===== config.mk =====
export PLATFORM = sky130hd
export DESIGN_NAME = fetch_sequencer
export DESIGN_NICKNAME = d
export VERILOG_FILES = /design/src/rtl/fetch_sequencer.sv
export SDC_FILE = /design/constraint.sdc
export NUM_CORES = 1
export LEC_CHECK = 0
export CAP_MARGIN = 15
export CORE_ASPECT_RATIO = 1.25
export CORE_MARGIN = 8
export CORE_UTILIZATION = 40
export DETAILED_ROUTE_END_ITERATION = 8
export GPL_ROUTABILITY_DRIVEN = 0
export GPL_TIMING_DRIVEN = 1
export PLACE_DENSITY = 0.77
export SYNTH_ARGS = -nofsm -noshare
export SYNTH_HDL_FRONTEND = slang
export SYNTH_SLANG_ARGS = --single-unit

===== constraint.sdc =====
create_clock -name clk -period 5.6 [get_ports clk]
set_input_delay 1.4 -clock clk [delete_from_list [all_inputs] [get_ports clk]]
set_output_delay 1.4 -clock clk [all_outputs]
set_load 0.01 [all_outputs]

===== src/rtl/fetch_sequencer.sv =====
// Instruction-fetch controller: owns the PC, reads the combinational imem, registers words into a decode slot.
// Latency: a word is valid one edge after its PC is presented; an aligned redirect costs exactly one bubble.
// Backpressure: while out_valid && !out_ready, the slot, pc and imem_addr hold; redirects still flush the slot.
module fetch_sequencer #(
  parameter logic [31:0] RESET_PC   = 32'h0000_0000,
  parameter int          PROG_WORDS = 9,
  parameter int          CNT_W      = 16
) (
  input  logic             clk,
  input  logic             reset,
  output logic [31:0]      imem_addr,
  input  logic [31:0]      imem_inst,
  input  logic             redirect_valid,
  input  logic [31:0]      redirect_target,
  output logic             out_valid,
  input  logic             out_ready,
  output logic [31:0]      out_inst,
  output logic [31:0]      out_pc,
  output logic             halted,
  output logic             error,
  output logic [CNT_W-1:0] fetch_count
);

  localparam logic [1:0] ST_FETCH = 2'd0;
  localparam logic [1:0] ST_END   = 2'd1;
  localparam logic [1:0] ST_ERROR = 2'd2;

  // One past the last fetchable byte address, kept 33 bits wide so the bound cannot wrap.
  localparam logic [32:0] PC_LIMIT = {1'b0, RESET_PC} + 33'(4 * PROG_WORDS);

  logic [31:0] pc;
  logic [1:0]  state;
  logic        in_range;
  logic        slot_free;
  logic        fire;
  logic        tgt_misaligned;

  assign in_range       = (pc >= RESET_PC) && ({1'b0, pc} < PC_LIMIT);
  assign slot_free      = !out_valid || out_ready;
  assign fire           = out_valid && out_ready;
  assign tgt_misaligned = (redirect_target[1:0] != 2'b00);

  // The memory address always comes straight from the pc register; redirects only act through pc.
  assign imem_addr = pc;
  assign halted    = (state == ST_END) && !out_valid;
  assign error     = (state == ST_ERROR);

  // Completed handshakes, counted in every state; wraps naturally at CNT_W bits.
  always_ff @(posedge clk) begin
    if (reset) begin
      fetch_count <= '0;
    end else if (fire) begin
      fetch_count <= fetch_count + 1'b1;
    end
  end

  // PC, output slot and control state: redirect beats fetch, fetch beats end-of-program.
  always_ff @(posedge clk) begin
    if (reset) begin
      pc        <= RESET_PC;
      out_valid <= 1'b0;
      out_inst  <= 32'h0;
      out_pc    <= 32'h0;
      state     <= ST_FETCH;
    end else begin
      case (state)
        ST_FETCH: begin
          if (redirect_valid && tgt_misaligned) begin
            state     <= ST_ERROR;
            out_valid <= 1'b0;
          end else if (redirect_valid) begin
            // Slot is flushed even if decode takes it this edge; the handshake is still counted.
            pc        <= redirect_target;
            out_valid <= 1'b0;
          end else if (slot_free && in_range) begin
            out_inst  <= imem_inst;
            out_pc    <= pc;
            out_valid <= 1'b1;
            pc        <= pc + 32'd4;
          end else if (slot_free) begin
            // Ran off the end of the program (or redirected outside it): drain and stop.
            out_valid <= 1'b0;
            state     <= ST_END;
          end
        end
        ST_END: begin
          if (redirect_valid && tgt_misaligned) begin
            state <= ST_ERROR;
          end else if (redirect_valid) begin
            pc    <= redirect_target;
            state <= ST_FETCH;
          end
        end
        ST_ERROR: begin
          out_valid <= 1'b0;
        end
        default: begin
          state     <= ST_ERROR;
          out_valid <= 1'b0;
        end
      endcase
    end
  end

endmodule


# Word level (Yosys, flattened, before mapping)

Index checks and enable logic that the tools add are counted.

Register bits: 115
Input port bits: 68
Word-level logic and storage cells: 57

$add $sub $neg: 2
Magnitude comparators: 2
Equal/unequal tests: 11
Multiplexer cells: 18
Bitwise operators: 4
Reduce and logical (&&, ||, !) cells: 14

Operator list:

| operator              | number |
|---|---|
| $mux 32               | 5 |
| $pmux 32 s2           | 1 |
| $add 32x3->32 const B | 1 |
| $ge 32x1->1 const B   | 1 |
| $lt 32x6->1 const B   | 1 |
| $add 16x1->16 const B | 1 |
| $mux 2                | 6 |
| $ne 3x3->1 const B    | 4 |
| $reduce_and 5->1      | 2 |
| $ne 2x2->1 const B    | 3 |
| $pmux 2 s3            | 1 |
| $logic_and 1x1->1     | 5 |
| $ne 5x5->1 const B    | 1 |
| $mux 1                | 4 |
| $not 1->1             | 4 |
| $reduce_and 4->1      | 1 |
| $reduce_bool 2->1     | 2 |
| $ne 3x2->1 const B    | 1 |
| $eq 2x1->1 const B    | 1 |
| $eq 2x2->1 const B    | 1 |
| $logic_not 2->1       | 1 |
| $pmux 1 s2            | 1 |
| $reduce_and 2->1      | 1 |
| $logic_not 1->1       | 1 |
| $logic_or 1x1->1      | 1 |

# Logic depth before layout (Yosys ltp)

Gate-level depths: netlist (run 1).

Depth in word-level cells: 7
Mapped depth: 8
Depth with buffers taken out: 7

# Least setup slack after synthesis (run 1)

No wires, ideal clock.

Path kind: input to register
From: in redirect_valid
To: reg pc[2], in the netlist imem_addr[2]
Setup time: 0.096 ns
Arrival time: 2.889 ns
Setup slack: 2.616 ns
Cell stages on the path: 6
Path buffers: 2
Cells stage by stage: clkbuf_1 -> or4_1 -> nor3_2 -> buf_4 -> nor2_1 -> o41ai_2

Cells in the longest elaborated chain, start to end: 3
Elaborated cells on any way between the ends: 9
Classes of those cells: eq/ne: 4; mux: 3; reduce/logical: 2

RTL lines:

| element                                                | line       | RTL |
|---|---|---|
| start: declaration                                     | 13         | `input logic redirect_valid,` |
| $mux 32 / $logic_and 1x1->1 (equally long branches)    | 71, 68, 87 |  |
| $mux 32 / $ne 2x2->1 (equally long branches)           | -          |  |
| $pmux 32 s2 / $reduce_and 5->1 (equally long branches) | -          |  |
| end signal: assignment                                 | 73         | `pc <= redirect_target;` |
| end signal: assignment                                 | 79         | `pc <= pc + 32'd4;` |
| end signal: assignment                                 | 90         | `pc <= redirect_target;` |
| end: declaration                                       | 31         | `logic [31:0] pc;` |

Several ways; a longest one is shown, not always the timed one. The select of a mux whose other input is x is not followed.
A chain may end at the register's enable or synchronous reset.

# Worst setup path in the final report (run 1)

From: in out_ready
To: reg out_inst[5]

Cells in the longest elaborated chain, start to end: 3

RTL lines:

| element                           | line | RTL |
|---|---|---|
| start: declaration                | 16   | `input logic out_ready,` |
| $logic_or 1x1->1                  | 39   | `assign slot_free = !out_valid \|\| out_ready;` |
| $logic_and 1x1->1                 | 75   | `end else if (slot_free && in_range) begin` |
| $reduce_and 4->1 (no source line) | -    |  |
| end signal: assignment            | 76   | `out_inst <= imem_inst;` |
| end: declaration                  | 17   | `output logic [31:0] out_inst,` |

No other way between the ends.

==> results of run 1 <==
==> per-layer routing <==
metal,vias up,global-route usage,share of wire
met5,-,0,0
met4,0,0.0898,0.029
met3,24,0.0700,0.082
met2,172,0.311,0.49
met1,2036,0.199,0.40
li1,2075,-,-
==> power by group through the flow <==
stage	clock network (W)	registers [W]	logic [W]
after floorplan	0	0.000896	0.000119
after global placement	0	0.000889	0.000259
final	0.00112	0.000873	0.000267
after CTS	0.00114	0.000873	0.000267
after detailed placement	0	0.000891	0.000265
after global routing	0.00118	0.000878	0.000288
==> sequential cells by signal, summed over array words and instances, names as in the netlist <==
signal       cells
out_inst        32
fetch_count     16
imem_addr       32
out_valid        1
state            2
out_pc          32
==> worst register-to-register path, delay by kind of cell, from the launching register on <==
family	cells	cell delay, ns
flip-flops	1	0.41
buffers and inverters	2	0.53
AO/OA/AOI/OAI	1	0.29
AND/OR/NAND/NOR	3	0.87
multiplexers	1	0.27
adder cells (fa/ha/maj)	1	0.15
==> layout make-up <==
| class | instances | share of cell area |
|---|---|---|
| repair buffers | 189 | 0.263 |
| clock buffers | 17 | 0.0597 |
| multi-input cells | 331 | 0.297 |
| inverters | 10 | 0.00527 |
| clock inverters | 15 | 0.0276 |
| well taps | 135 | 0.0237 |
| flip-flops and latches | 115 | 0.323 |
==> metrics by stage <==
step	hold WS (ns)	area, um^2
global placement	0.442	6480
global route	0.471	7120
finish	0.460	7120
CTS	0.461	7100
floorplan	0.499	4550
detailed placement	0.446	6480
==> layout by cell type, fill, tap and decap left out, types with 4 or more instances in the layout <==
| master | Yosys | layout |
|---|---|---|
| clkdlybuf4s50_1 | 0 | 181 |
| a22oi_1 | 7 | 7 |
| inv_1 | 10 | 10 |
| nand4_1 | 7 | 7 |
| o32ai_1 | 4 | 4 |
| o21ai_0 | 7 | 7 |
| and3_1 | 5 | 5 |
| nor4_1 | 9 | 9 |
| dfxtp_1 | 115 | 115 |
| nand2_1 | 18 | 18 |
| and2_1 | 27 | 27 |
| a211oi_1 | 13 | 13 |
| nor2_1 | 88 | 88 |
| clkinv_4 | 0 | 6 |
| o22ai_1 | 6 | 6 |
| a21oi_1 | 9 | 9 |
| mux2i_1 | 38 | 38 |
| xor2_1 | 12 | 12 |
| clkbuf_16 | 0 | 17 |
| buf_4 | 1 | 6 |
| inv_6 | 0 | 4 |
| nor3_1 | 5 | 5 |
| nand3_1 | 20 | 20 |
| nor2b_1 | 5 | 5 |
==> cells by family (layout without fill, tap and decap cells) <==
logic type,count (synthesis),after routing,share of synthesized area
simple gates,207,207,0.231
compound gates,68,68,0.112
xor+xnor,15,15,0.0289
buf+inv,35,231,0.0308
mux,38,38,0.0835
flops,115,115,0.506
fa+ha+maj,3,3,0.00824
==> worst paths after layout <==
path            endpoint          from  cells past startpoint  slack [ns]
max          out_inst[5]     out_ready                      7        2.00
min           out_pc[19]    out_pc[19]                      1        0.46
max reg2reg  out_inst[5]  imem_addr[2]                      8        2.94
min reg2reg   out_pc[19]    out_pc[19]                      1        0.46
==> run metrics, run 1 <==
multi-input logic area 2120 um^2; Setup violations, final 0; Yosys cell types 54; crit-path cells clkdlybuf4s50_1, nor2b_1, or4_1, nor3_4, buf_4, mux2i_1, nor2_1; CP endpoint kind flop; Crit path required time 5.85 ns; final setup TNS 0 ns; post-synthesis net count 552; clock skew roughly 0.011 ns; Vias/cell between 5 and 6; hold crit path type reg2reg; CP bufs+invs 2; Pint approximately 0.0017 W; Seq pwr share 0.386; CTS Root Cell clkbuf_16; CP max stage delay between 0.5 and 0.6 ns; Reg clk slew, reported paths about 0.060 ns; antenna viol nets, final 0; Num CTS Buffers 17; synth warn 0; core area about 11000 um^2; CP top delay family simple AND/OR/NAND/NOR gates; layout cells sized above 1 0.0798; CP Max Fanout 17; sw power about 0.00056 W; Commonest cells post-synth 115 x dfxtp_1, 88 x nor2_1, 38 x mux2i_1; mapped cell area roughly 4600 um^2; vias in the first global route 4429; area leader, netlist dfxtp_1; Clk Latency, worst-skew pair approximately 0.4 ns; Inserted Diodes 0; number of synthesized flops with an enable pin 0; pre-CTS WS 1.63 ns; most numerous cell in the Yosys netlist dfxtp_1; Top FF cell, synth dfxtp_1; Rel. slew slack 0.338; outcome finished clean; average cell area after synthesis 9.47 um^2; Ports 183; H-tree depth 4; Slowest-stage cell, CP clkdlybuf4s50_1; port buffer count ~180; Post-DP HPWL a little over 10000 um; die area 15100 um^2; Final Non-Filler Cells 812; Pwr per Cell Area 317 nW/um^2; first-pass GRT wire length between 20000 and 25000 um; final worst path period share 0.642; worst setup margin about 2.0 ns; Seq/Total Area, Yosys 0.506; Pre-Repair DR Iteration Count 4; Critical Path Start Type primary input; nets@finish roughly 740; largest net degree at the start of global routing between 90 and 100; RSZ-0062 raised after global routing false; Sw Ratio 0.249; num rows 43; Slew Limit Fails 0; DRC violations left 0; Overall Global Routing Usage 0.184; CP Class in2reg; Max-Cap Viols 0; post-CTS setup buffers 0; CTS Buffer Depth 2; DRT Wirelength around 14000 um; CTS tree done; Final Core Density 0.642; Hold Fails Final Rpt 0; async set-or-reset flop fraction in the synthesized netlist 0; initial antenna violation count 0; clock group share of total power 0.496; Clock Sink Count roughly 120; initial DRC count between 200 and 300; maximum vdd drop 0.000197 V; hold buffer count at cts 0; leakage power between 2 and 3 nW; Routed wire per std cell about 17 um; Area Overhead vs Synth 56.4%; grt ovf 0; Synth top area share 0.506; Synth Register Bits 115; Logic pwr share 0.118; Die Y around 140 um; vias between 4000 and 5000; post-CTS sizing 0; Tmin final approximately 3.6 ns; top achievable clock speed between 200 and 300 MHz; Tot Pwr between 0.002 and 0.0025 W; Cells after Synth between 400 and 500; fillcell total 897; placed insts 778; die width ~110 um; Storage cell area 2300 um^2; slew of the pin with the lowest slew margin 0.993 ns; Starting Density 0.411; Area contributors post-synth dfxtp_1 51%, mux2i_1 8.4%, nor2_1 7.3%; critical path arrival about 3.8 ns
Note: power is estimated with default switching activity, not from simulation.
==> inputs of run 2 (changes only) <==
clock period = 3.4 ns   (was 5.6 ns; I/O delays follow)
==> run metrics, run 2 (synthesis results as in run 1) <==
DRT Wirelength 14300 um (+0.94%); Routed wire per std cell 17.5 um (+0.20%); RSZ-0062 raised after global routing false; CP bufs+invs 2 (unchanged); port buffer count 182 (unchanged); DRC violations left 0 (unchanged); num rows 43 (unchanged); nets@finish 741 (+0.82%); maximum vdd drop 0.000345 V (+75%); CTS Buffer Depth 2 (unchanged); Worst R2R Start imem_addr[2]; Clk Latency, worst-skew pair 0.41 ns (about the same); vias 4302 (-0.12%); pre-CTS WS 0.178 ns (-1.45 ns); largest net degree at the start of global routing 34 (-63%); Post-DP HPWL 10600 um (+4.3%); clock skew 0.00906 ns (-0.00212 ns); Inserted Diodes 0 (unchanged); Setup violations, final 0 (unchanged); Area Overhead vs Synth 56.5% (about the same); vias in the first global route 4418 (-0.25%); Tmin final around 2.7 ns; Rel. slew slack 0.563 (+0.225); leakage power 2.54 nW (+0.17%); crit-path cells clkdlybuf4s50_1, nor2b_1, or4_1, nor3_4, buf_4, mux2i_1, nor2_1; initial antenna violation count 0 (unchanged); die area 15100 um^2 (unchanged); Hold Fails Final Rpt 0 (unchanged); Pre-Repair DR Iteration Count 5 (+1); Vias/cell 5.26 (-0.85%); CP Class in2reg; Reg clk slew, reported paths 0.06 ns (about the same); die width 111 um (unchanged); initial DRC count 258 (-4.8%); outcome finished clean; hold crit path type reg2reg; slew of the pin with the lowest slew margin 0.650 ns (-0.344 ns); Starting Density 0.411 (unchanged); Ports 183 (unchanged); CP endpoint kind flop; Tot Pwr 0.00360 W (+59%); Clock Sink Count 115 (unchanged); Die Y 135 um (unchanged); core area 11100 um^2 (unchanged); Slew Limit Fails 0 (unchanged); commonest cells after routing, fill and taps aside 181 x clkdlybuf4s50_1, 115 x dfxtp_1, 88 x nor2_1; final worst path period share 0.808; hold path cells 1 (unchanged); flop2flop setup slack 0.91 ns (-2.03 ns); CP max stage delay 0.56 ns (about the same); H-tree depth 4 (unchanged); hold buffer count at cts 0 (unchanged); post-CTS setup buffers 0 (unchanged); worst setup margin 0.653 ns (-1.35 ns); Crit path required time 3.69 ns (-2.16 ns); antenna viol nets, final 0 (unchanged); Critical Path Start Type primary input; layout cells sized above 1 0.0878 (+0.00808); worst r2r dst imem_addr[2]; top achievable clock speed 364 MHz; Crit path depth 7 (unchanged); Critical Path Start out_ready; Pwr per Cell Area 505 nW/um^2 (+59%); CP Max Fanout 10 (-7); CTS tree done; CP top delay family simple AND/OR/NAND/NOR gates; grt ovf 0 (unchanged); Slowest-stage cell, CP clkdlybuf4s50_1; critical path arrival 3.03 ns (-0.81 ns); Max-Cap Viols 0 (unchanged); CTS Root Cell clkbuf_16; final setup TNS 0 ns (unchanged); Num CTS Buffers 17 (unchanged); post-CTS sizing 0 (unchanged); Overall Global Routing Usage 0.185 (+0.000426); reg2reg path depth 8 (unchanged); first-pass GRT wire length 22800 um (unchanged); most common cell after layout, fill and taps aside clkdlybuf4s50_1; crit path to out_inst[11]
## run 2: through the flow
step | std cells | util | cell area [um^2] | hold WS [ns]
after floorplan | 481 | - | 4550 | 0.499
after global placement | 785 | 0.591 | 6550 | 0.444
after detailed placement | 785 | 0.591 | 6550 | 0.443
after CTS | 817 | 0.642 | 7120 | 0.464
after global routing | 818 | 0.643 | 7130 | 0.471
final | 818 | 0.643 | 7130 | 0.456
## run 2: worst min-delay path by stage
stage | from | end | slack (ns)
after global placement | out_pc[21] | out_pc[21] | 0.44
after detailed placement | out_pc[9] | out_pc[9] | 0.44
after CTS | out_pc[16] | out_pc[16] | 0.46
final | out_pc[16] | out_pc[16] | 0.46
after floorplan | out_pc[10] | out_pc[10] | 0.50
after global routing | out_pc[6] | out_pc[6] | 0.47
## run 2: per-layer routing
layer	GRT usage	share of wire
met3	0.0674	0.077
met4	0.0921	0.034
met2	0.313	0.49
met1	0.200	0.39
met5	0	0
## run 2: final cells by class
class / instances / area [um^2]
multi-input cells: 331 / 2120
clock inverters: 15 / 148
well taps: 135 / 169
flip-flops and latches: 115 / 2300
fillers: 894 / 3960
clock buffers: 17 / 425
inverters: 10 / 37.5
repair buffers: 195 / 1930
## run 2: where the power goes
group	internal (W)	leakage, nW	switching, W
clock network	0.00102	0.274	0.000687
logic	0.000237	1.34	0.000209
registers	0.00139	0.930	0.0000460
total	0.00265	2.54	0.000942
## run 2: worst register-to-register path, stage by stage, from the launching register on
cell and delay [ns]:
dfxtp_1 0.51, inv_1 0.11, ha_1 0.20, nor2b_1 0.13, o2111ai_1 0.48, nor3_4 0.18, buf_12 0.21, or4_1 0.51
o41ai_2 0.07
==> inputs of run 3 (changes only) <==
clock period = 2.58 ns   (was 3.4 ns; I/O delays follow)
==> run metrics, run 3 (synthesis results as in run 1) <==
commonest cells after routing, fill and taps aside 181 x clkdlybuf4s50_1, 115 x dfxtp_1, 88 x nor2_1; Routed wire per std cell 17.4 um (-0.81%); Critical Path Start state[1]; Pwr per Cell Area 669 nW/um^2 (+33%); placed insts 796 (+1.4%); hold buffer count at cts 0 (unchanged); Slew Limit Fails 0 (unchanged); die area 15100 um^2 (unchanged); largest net degree at the start of global routing 46 (+35%); CP Max Fanout 9 (-1); top achievable clock speed around 420 MHz; Die Y 135 um (unchanged); fillcell total 899 (+0.56%); CTS tree done; RSZ-0062 raised after global routing false; leakage power 2.62 nW (+3.2%); vias 4377 (+1.7%); grt ovf 0 (unchanged); Inserted Diodes 0 (unchanged); Clk Latency, worst-skew pair 0.41 ns (about the same); CP endpoint kind output pin; Final Non-Filler Cells 828 (+1.2%); CTS Root Cell clkbuf_16; Setup violations, final 0 (unchanged); worst setup margin 0.179 ns (-0.474 ns); num rows 43 (unchanged); Max-Cap Viols 0 (unchanged); DRT Wirelength 14400 um (+0.40%); post-CTS setup buffers 0 (unchanged); Num CTS Buffers 17 (unchanged); Area Overhead vs Synth 60.3%; critical path arrival 1.76 ns (-1.27 ns); Slowest-stage cell, CP clkdlybuf4s50_1; Ports 183 (unchanged); Clock Sink Count 115 (unchanged); Critical Path Start Type flop; vias in the first global route 4561 (+3.2%); final worst path period share 0.931; GRT Max-Usage Layer met2; H-tree depth 4 (unchanged); slew of the pin with the lowest slew margin 0.575 ns (-0.0741 ns); CTS Buffer Depth 2 (unchanged); Starting Density 0.411 (unchanged); most common cell after layout, fill and taps aside clkdlybuf4s50_1; Rel. slew slack 0.616 (+0.0530); nets@finish 751 (+1.3%); first-pass GRT wire length 23200 um (+1.8%); CP max stage delay 0.58 ns (+0.02 ns); Hold Fails Final Rpt 0 (unchanged); Overall Global Routing Usage 0.188 (+0.00303); pre-CTS WS -0.0570 ns (-0.235 ns); initial antenna violation count 0 (unchanged); Tot Pwr 0.00488 W (+36%); CP Class reg2out; Tmin final 2.40 ns; crit-path cells nand2b_1, nor2_1, clkdlybuf4s50_1; outcome finished clean; maximum vdd drop 0.000491 V (+42%); met2 Track Usage GR 0.315 (+0.00264); hold crit path type reg2reg; met1 usage 0.199 (-0.000696); initial DRC count 242 (-6.2%); Storage cell area 2300 um^2 (unchanged); post-CTS sizing 0 (unchanged); dpl cell area 6700 um^2 (+2.4%); DRC violations left 0 (unchanged); Worst R2R Start imem_addr[2]; Pre-Repair DR Iteration Count 4 (-1); port buffer count 182 (unchanged); core area 11100 um^2 (unchanged); min-delay src out_pc[18]; multi-input logic area 2120 um^2 (unchanged); die width 111 um (unchanged); Crit path required time 1.93 ns (-1.76 ns); design area 7300 um^2 (+2.5%); layout cells sized above 1 0.101 (+0.0132); antenna viol nets, final 0 (unchanged); grt met3 use 0.0838 (+0.0164); Reg clk slew, reported paths 0.06 ns (about the same); clock skew 0.00795 ns (-0.00111 ns); Post-DP HPWL 10700 um (+0.60%); Vias/cell 5.29 (+0.51%)
[run 3: changes by cell type in the layout (fill, tap and decap cells not counted)]
cell,previous run,this run
bufinv_16,1,2
clkinv_4,2,3
buf_4,12,16
buf_12,1,7
inv_6,7,6
clkinv_2,1,0
[run 3: final cells by class]
cell class                 count  area share
timing repair buffer         205       0.284
tap                          135      0.0231
clock inverter                15      0.0237
clock buffer                  17      0.0583
inverter                      10     0.00514
multi-input combinational    331       0.290
sequential                   115       0.315
[run 3: final timing paths]
path	to	slack, ns	cells past startpoint
worst max-delay path	halted	0.18	3
worst min-delay path	out_pc[18]	0.46	1
worst max register to register	imem_addr[2]	0.31	9
worst min register to register	out_pc[18]	0.46	1
[run 3: through the flow]
step | utilization | hold slack (ns) | setup TNS (ns)
after floorplan | - | 0.499 | 0
after global placement | 0.605 | 0.442 | -0.00113
after detailed placement | 0.605 | 0.443 | -1.15
after CTS | 0.659 | 0.463 | 0
after global routing | 0.659 | 0.480 | 0
final | 0.659 | 0.457 | 0
[run 3: worst max-delay path: cells and delay by family, from the launching register on]
| kind | cells | cell delay, ns |
|---|---|---|
| buffers and inverters | 1 | 0.58 |
| flip-flops | 1 | 0.38 |
| AND/OR/NAND/NOR | 2 | 0.38 |
[run 3: metal layers]
metal / routed length [um] / part of all wire
met1: 5610 / 0.39
met2: 7120 / 0.49
met3: 1190 / 0.083
met4: 473 / 0.033
met5: 0 / 0
[run 3: report_power, final]
group | leakage, nW | switching [W] | internal [W]
Sequential | 0.930 | 0.0000563 | 0.00183
Clock | 0.284 | 0.000908 | 0.00145
Combinational | 1.41 | 0.000290 | 0.000345
==> variant 1: new RTL, config.mk and constraints of run 3 <==
Register the output `error`, cleared by the reset; this adds one clock of latency there. The other outputs are not delayed to match.
--- a/src/rtl/fetch_sequencer.sv
+++ b/src/rtl/fetch_sequencer.sv
@@ -43,7 +43,13 @@
   // The memory address always comes straight from the pc register; redirects only act through pc.
   assign imem_addr = pc;
   assign halted    = (state == ST_END) && !out_valid;
-  assign error     = (state == ST_ERROR);
+  always_ff @(posedge clk) begin
+    if (reset) begin
+      error <= '0;
+    end else begin
+      error <= (state == ST_ERROR);
+    end
+  end
 
   // Completed handshakes, counted in every state; wraps naturally at CNT_W bits.
   always_ff @(posedge clk) begin
Function: changed (Yosys sat finds a counterexample within 4 cycles, from zero or initial values and one cycle with reset high).
==> variant 1 against run 3 <==
  * Global-route usage increased by 0.34 points
  * Worst setup slack got worse by 0.040 ns
  * Largest power group unchanged
  * Cell area decreased by 0.45%
  * Largest cell class unchanged
  * Routed wire length increased by 1.9%
  * Sequential power increased by 2%
  * Synthesized cell count increased by 1.5%
  * Area after synthesis about the same
  * Sequential cell count increased by 1
  * Hold slack got worse by 0.0012 ns
  * Total power increased by 1.1%
==> variant 1: results (changes against run 3) <==
[clocking]
cts.htree.levels=4  ; unchanged

[global_route]
groute.layer.met2.usage_pct=32.29  ; was 31.53%
grt_first_pass_wirelength_mm=23.55  ; was 23.18 mm
global_route.usage.total_pct=19.10  ; was 18.77%
maximum_number_of_pins_on_one_net_before_global_route_repair=55  ; was 46

[sta]
skew_ns=0.008420  ; was 0.007951 ns

[min_path]
worst_hold_path.endpoint=out_pc[15]  ; was out_pc[18]
hold_start=out_pc[15]  ; was out_pc[18]

[routing]
post_detailed_route_via_to_cell_ratio=5.365  ; was 5.286
drt_pre_antenna_iters=5  ; was 4
wl_per_cell_um=17.53  ; was 17.38 um
met3WireLength_mm=1.282  ; was 1.189 mm
drtIter0Drc=219  ; was 242

[power]
power.leakage_uw=0.002701  ; was 0.002624 uW
max-vdd-ir-drop_mv=0.4228  ; was 0.4905 mV

[yosys]
ys_types=48  ; was 54
post_synth_most_frequent_cells=116 x dfxtp_1, 63 x nor2_1, 38 x mux2i_1  ; was 115 x dfxtp_1, 88 x nor2_1, 38 x mux2i_1
mappedNetlistNets=559  ; was 552
post_synth_main_area_contributors=dfxtp_1 51%, mux2i_1 8.4%, nor2_1 5.2%, and2_1 4.0%, a21oi_1 3.0%  ; was dfxtp_1 51%, mux2i_1 8.4%, nor2_1 7.3%, and2_1 3.7%, xor2_1 2.3%

[status]
outcome=complete, no violations  ; unchanged

[setup_path]
critPathArrivalTime_ns=1.80  ; was 1.76 ns
timing.rr.end=imem_addr[22]  ; was imem_addr[2]
reg2regPathDepth=7  ; was 9
timing.critical_path.fanout_max=8  ; was 9
worst-r2r-setup-slack_ns=0.27  ; was 0.31 ns

[cells_and_area]
final_layout_size_suffix_gt1_share_pct=8.417  ; was 10.10%
final_net_count=759  ; was 751
final.fill_count=883  ; was 899

[place]
hpwlAfterDp_mm=10.79  ; was 10.67 mm

variant 1: cell families (layout without fill, tap and decap cells):
logic type                 count (synthesis)  count (layout)  synth area share [%]
and+or+nand+nor                          197             197                 22.22
DFF                                      116             116                 51.05
AOI/OAI and AO/OA                         86              86                 11.99
muxes                                     38              38                 8.361
buffers and inverters                     35             248                 3.053
xor gates and xnor gates                  13              13                 2.503
adders and majority gates                  3               3                0.8252
variant 1: area by class of cell:
| type | instances | area (sq um) | share of cell area, % |
|---|---|---|---|
| Clock buffer | 20 | 456.7 | 6.283 |
| Sequential cell | 116 | 2322 | 31.95 |
| Tap cell | 135 | 168.9 | 2.324 |
| Timing Repair Buffer | 206 | 2047 | 28.16 |
| Clock inverter | 12 | 130.1 | 1.790 |
| Inverter | 10 | 37.54 | 0.5164 |
| Multi-Input combinational cell | 337 | 2106 | 28.97 |
variant 1: metrics by stage:
step                power (uW)  utilization (%)  instance area [sq um]  setup slack [ns]  cells
floorplan                 2272                -                   4549            0.5836    488
global placement          2638            60.22                   6674           -0.1433    803
detailed placement        2656            60.22                   6674           -0.2430    803
CTS                       4966            65.51                   7261           0.05102    835
global route              5131            65.58                   7268           0.01040    836
finish                    4937            65.58                   7268            0.1387    836
variant 1: power by group through the flow:
stage               combinational, uW  clock (uW)  sequential, uW
floorplan                         288           0            1980
global placement                  677           0            1960
detailed placement                692           0            1960
CTS                               695        2340            1930
global route                      752        2440            1940
finish                            691        2320            1930
variant 1: critical path, cell delays in order (launching register included):
cell	delay [ns]
dfxtp_1	0.39
nand2b_1	0.25
nor2_1	0.16
clkdlybuf4s50_1	0.59
==> variant 2: new RTL, flow settings as in run 3 <==
Without the edit above. The parameter `CNT_W` goes from 16 to 32.
--- a/src/rtl/fetch_sequencer.sv
+++ b/src/rtl/fetch_sequencer.sv
@@ -4,7 +4,7 @@
 module fetch_sequencer #(
   parameter logic [31:0] RESET_PC   = 32'h0000_0000,
   parameter int          PROG_WORDS = 9,
-  parameter int          CNT_W      = 16
+  parameter int          CNT_W      = 32
 ) (
   input  logic             clk,
   input  logic             reset,
Interface: changed (resized fetch_count); port bits go from 183 to 199. The function was not compared with the original's and may differ.
==> variant 2 against run 3 <==
  * Sequential cell count is 16 higher
  * Global-route usage is 1.5 points higher
  * Worst setup slack better by 0.099 ns
  * Cell area is 14% higher
  * Total power is 9.4% higher
  * Area after synthesis is 19% higher
  * Non-clock buffer count is 19 higher
  * Routed wire length is 24% higher
  * Largest cell class unchanged
==> variant 2: results (changes against run 3) <==
[cells_and_area]
final_net_count=877  ; was 751
design.seq.count=131  ; was 115
final.fill_count=1099  ; was 899
bufAreaShareNonClock_pct=26.78  ; was 28.45%
final_layout_size_suffix_gt1_share_pct=8.425  ; was 10.10%
multiInputGateArea_sq_um=2621  ; was 2117 sq um
multi_input_comb_cells=422  ; was 331
number_of_non_clock_buffers_in_the_layout=224  ; was 205
seq_area_share_pct=31.53  ; about the same
clkCellAreaFrac_pct=7.160  ; was 8.192%

[power]
max-vdd-ir-drop_mv=0.3677  ; was 0.4905 mV
power.leakage_uw=0.002991  ; was 0.002624 uW

[place]
port_buffers=198  ; was 182
hpwlAfterDp_mm=13.18  ; was 10.67 mm
placed_area_sq_um=7717  ; was 6703 sq um
detailedPlace.worstSlack_ns=-0.3363  ; was -0.05705 ns

[setup_path]
worst-r2r-setup-slack_ns=0.38  ; was 0.31 ns
critPathArrivalTime_ns=1.66  ; was 1.76 ns
crit-reg2reg-launch=imem_addr[3]  ; was imem_addr[2]
timing.critical_path.fanout_max=5  ; was 9
timing.rr.end=out_pc[10]  ; was imem_addr[2]
cp_slowest_stage_delay_ns=0.58  ; about the same
reg2regPathDepth=7  ; was 9
crit_end=error  ; was halted

[global_route]
grt_pass1_vias=5379  ; was 4,561
global_route.usage.total_pct=20.25  ; was 18.77%
maximum_number_of_pins_on_one_net_before_global_route_repair=51  ; was 46
antenna_violations_before_repair=0  ; unchanged
grt_first_pass_wirelength_mm=28.64  ; was 23.18 mm

[clocking]
cts_inserted_buffers=17  ; unchanged
clkLatencyLatePin_ns=0.41  ; about the same

[min_path]
hold_start=out_pc[30]  ; was out_pc[18]
worst_hold_path.endpoint=out_pc[30]  ; was out_pc[18]
holdPathStages=1  ; unchanged

[floorplan]
num_tap_cells=171  ; was 135
starting_density_of_the_core_pct=40.89  ; was 41.08%

[yosys]
post_synth_main_area_contributors=dfxtp_1 48%, nor2_1 7.4%, mux2i_1 7.4%, xor2_1 3.6%, and2_1 3.5%  ; was dfxtp_1 51%, mux2i_1 8.4%, nor2_1 7.3%, and2_1 3.7%, xor2_1 2.3%
post_synth_most_frequent_cells=131 x dfxtp_1, 107 x nor2_1, 40 x mux2i_1  ; was 115 x dfxtp_1, 88 x nor2_1, 38 x mux2i_1
synth_sequential_area_ratio_pct=48.47  ; was 50.56%
ys.warnings.count=0  ; unchanged
mappedNetlistNets=667  ; was 552

[sta]
skew_ns=0.008116  ; was 0.007951 ns
timing_worst_slew_pin_value_ns=0.7225  ; was 0.5755 ns
min_period_ns=2.302  ; was 2.401 ns

[routing]
drtIter0Drc=609  ; was 242
drt_pre_antenna_iters=5  ; was 4
detail_route.wirelength_mm=17.84  ; was 14.39 mm
post_detailed_route_via_to_cell_ratio=5.344  ; was 5.286

[status]
outcome=complete, no violations  ; unchanged

==> variant 2: where the power goes <==
| part | internal, uW | switching, uW | leakage, uW |
|---|---|---|---|
| logic | 401 | 346 | 0.00164 |
| registers | 2100 | 70.3 | 0.00106 |
| clock network | 1450 | 976 | 0.000288 |
| total | 3950 | 1390 | 0.00299 |
==> variant 2: worst reg2reg max path: stages (launching register included) <==
cell and delay (ns):
dfxtp_1 0.43, inv_1 0.08, ha_1 0.17, nor2b_1 0.12, o2111a_1 0.30, and3_2 0.25
nor2_2 0.56, and2_1 0.23
==> variant 2: metrics by stage <==
stage / hold slack, ns / total power [uW] / TNS, ns / instances / util [%]
finish: 0.4556 / 5340 / 0 / 990 / 62.87
floorplan: 0.4674 / 2551 / 0 / 596 / -
global placement: 0.4440 / 2932 / -4.197 / 958 / 58.33
global route: 0.4856 / 5564 / 0 / 990 / 62.87
CTS: 0.4606 / 5379 / 0 / 990 / 62.85
detailed placement: 0.4451 / 2954 / -8.285 / 958 / 58.33
==> variant 2: logic make-up (layout without fill, tap and decap cells) <==
| logic type | after synthesis | count (layout) | synth area share [%] |
|---|---|---|---|
| adders and majority gates | 3 | 3 | 0.6939 |
| xor gates and xnor gates | 27 | 27 | 4.371 |
| muxes | 40 | 40 | 7.400 |
| and+or+nand+nor | 268 | 268 | 25.28 |
| DFF | 131 | 131 | 48.47 |
| buffers and inverters | 43 | 266 | 3.145 |
| AOI/OAI and AO/OA | 84 | 84 | 10.64 |
==> variant 2: metal layers <==
layer	track usage, %	share of wire, %
met1	21.28	36
met3	5.517	7.4
met4	9.455	2.9
met5	0	0
met2	36.46	53
==> variant 2: repair_timing <==
action                     CTS  global route
setup endpoints to repair    3             1
hold buffers                 0             0
cloned                       0             0
gates resized for setup      1             1
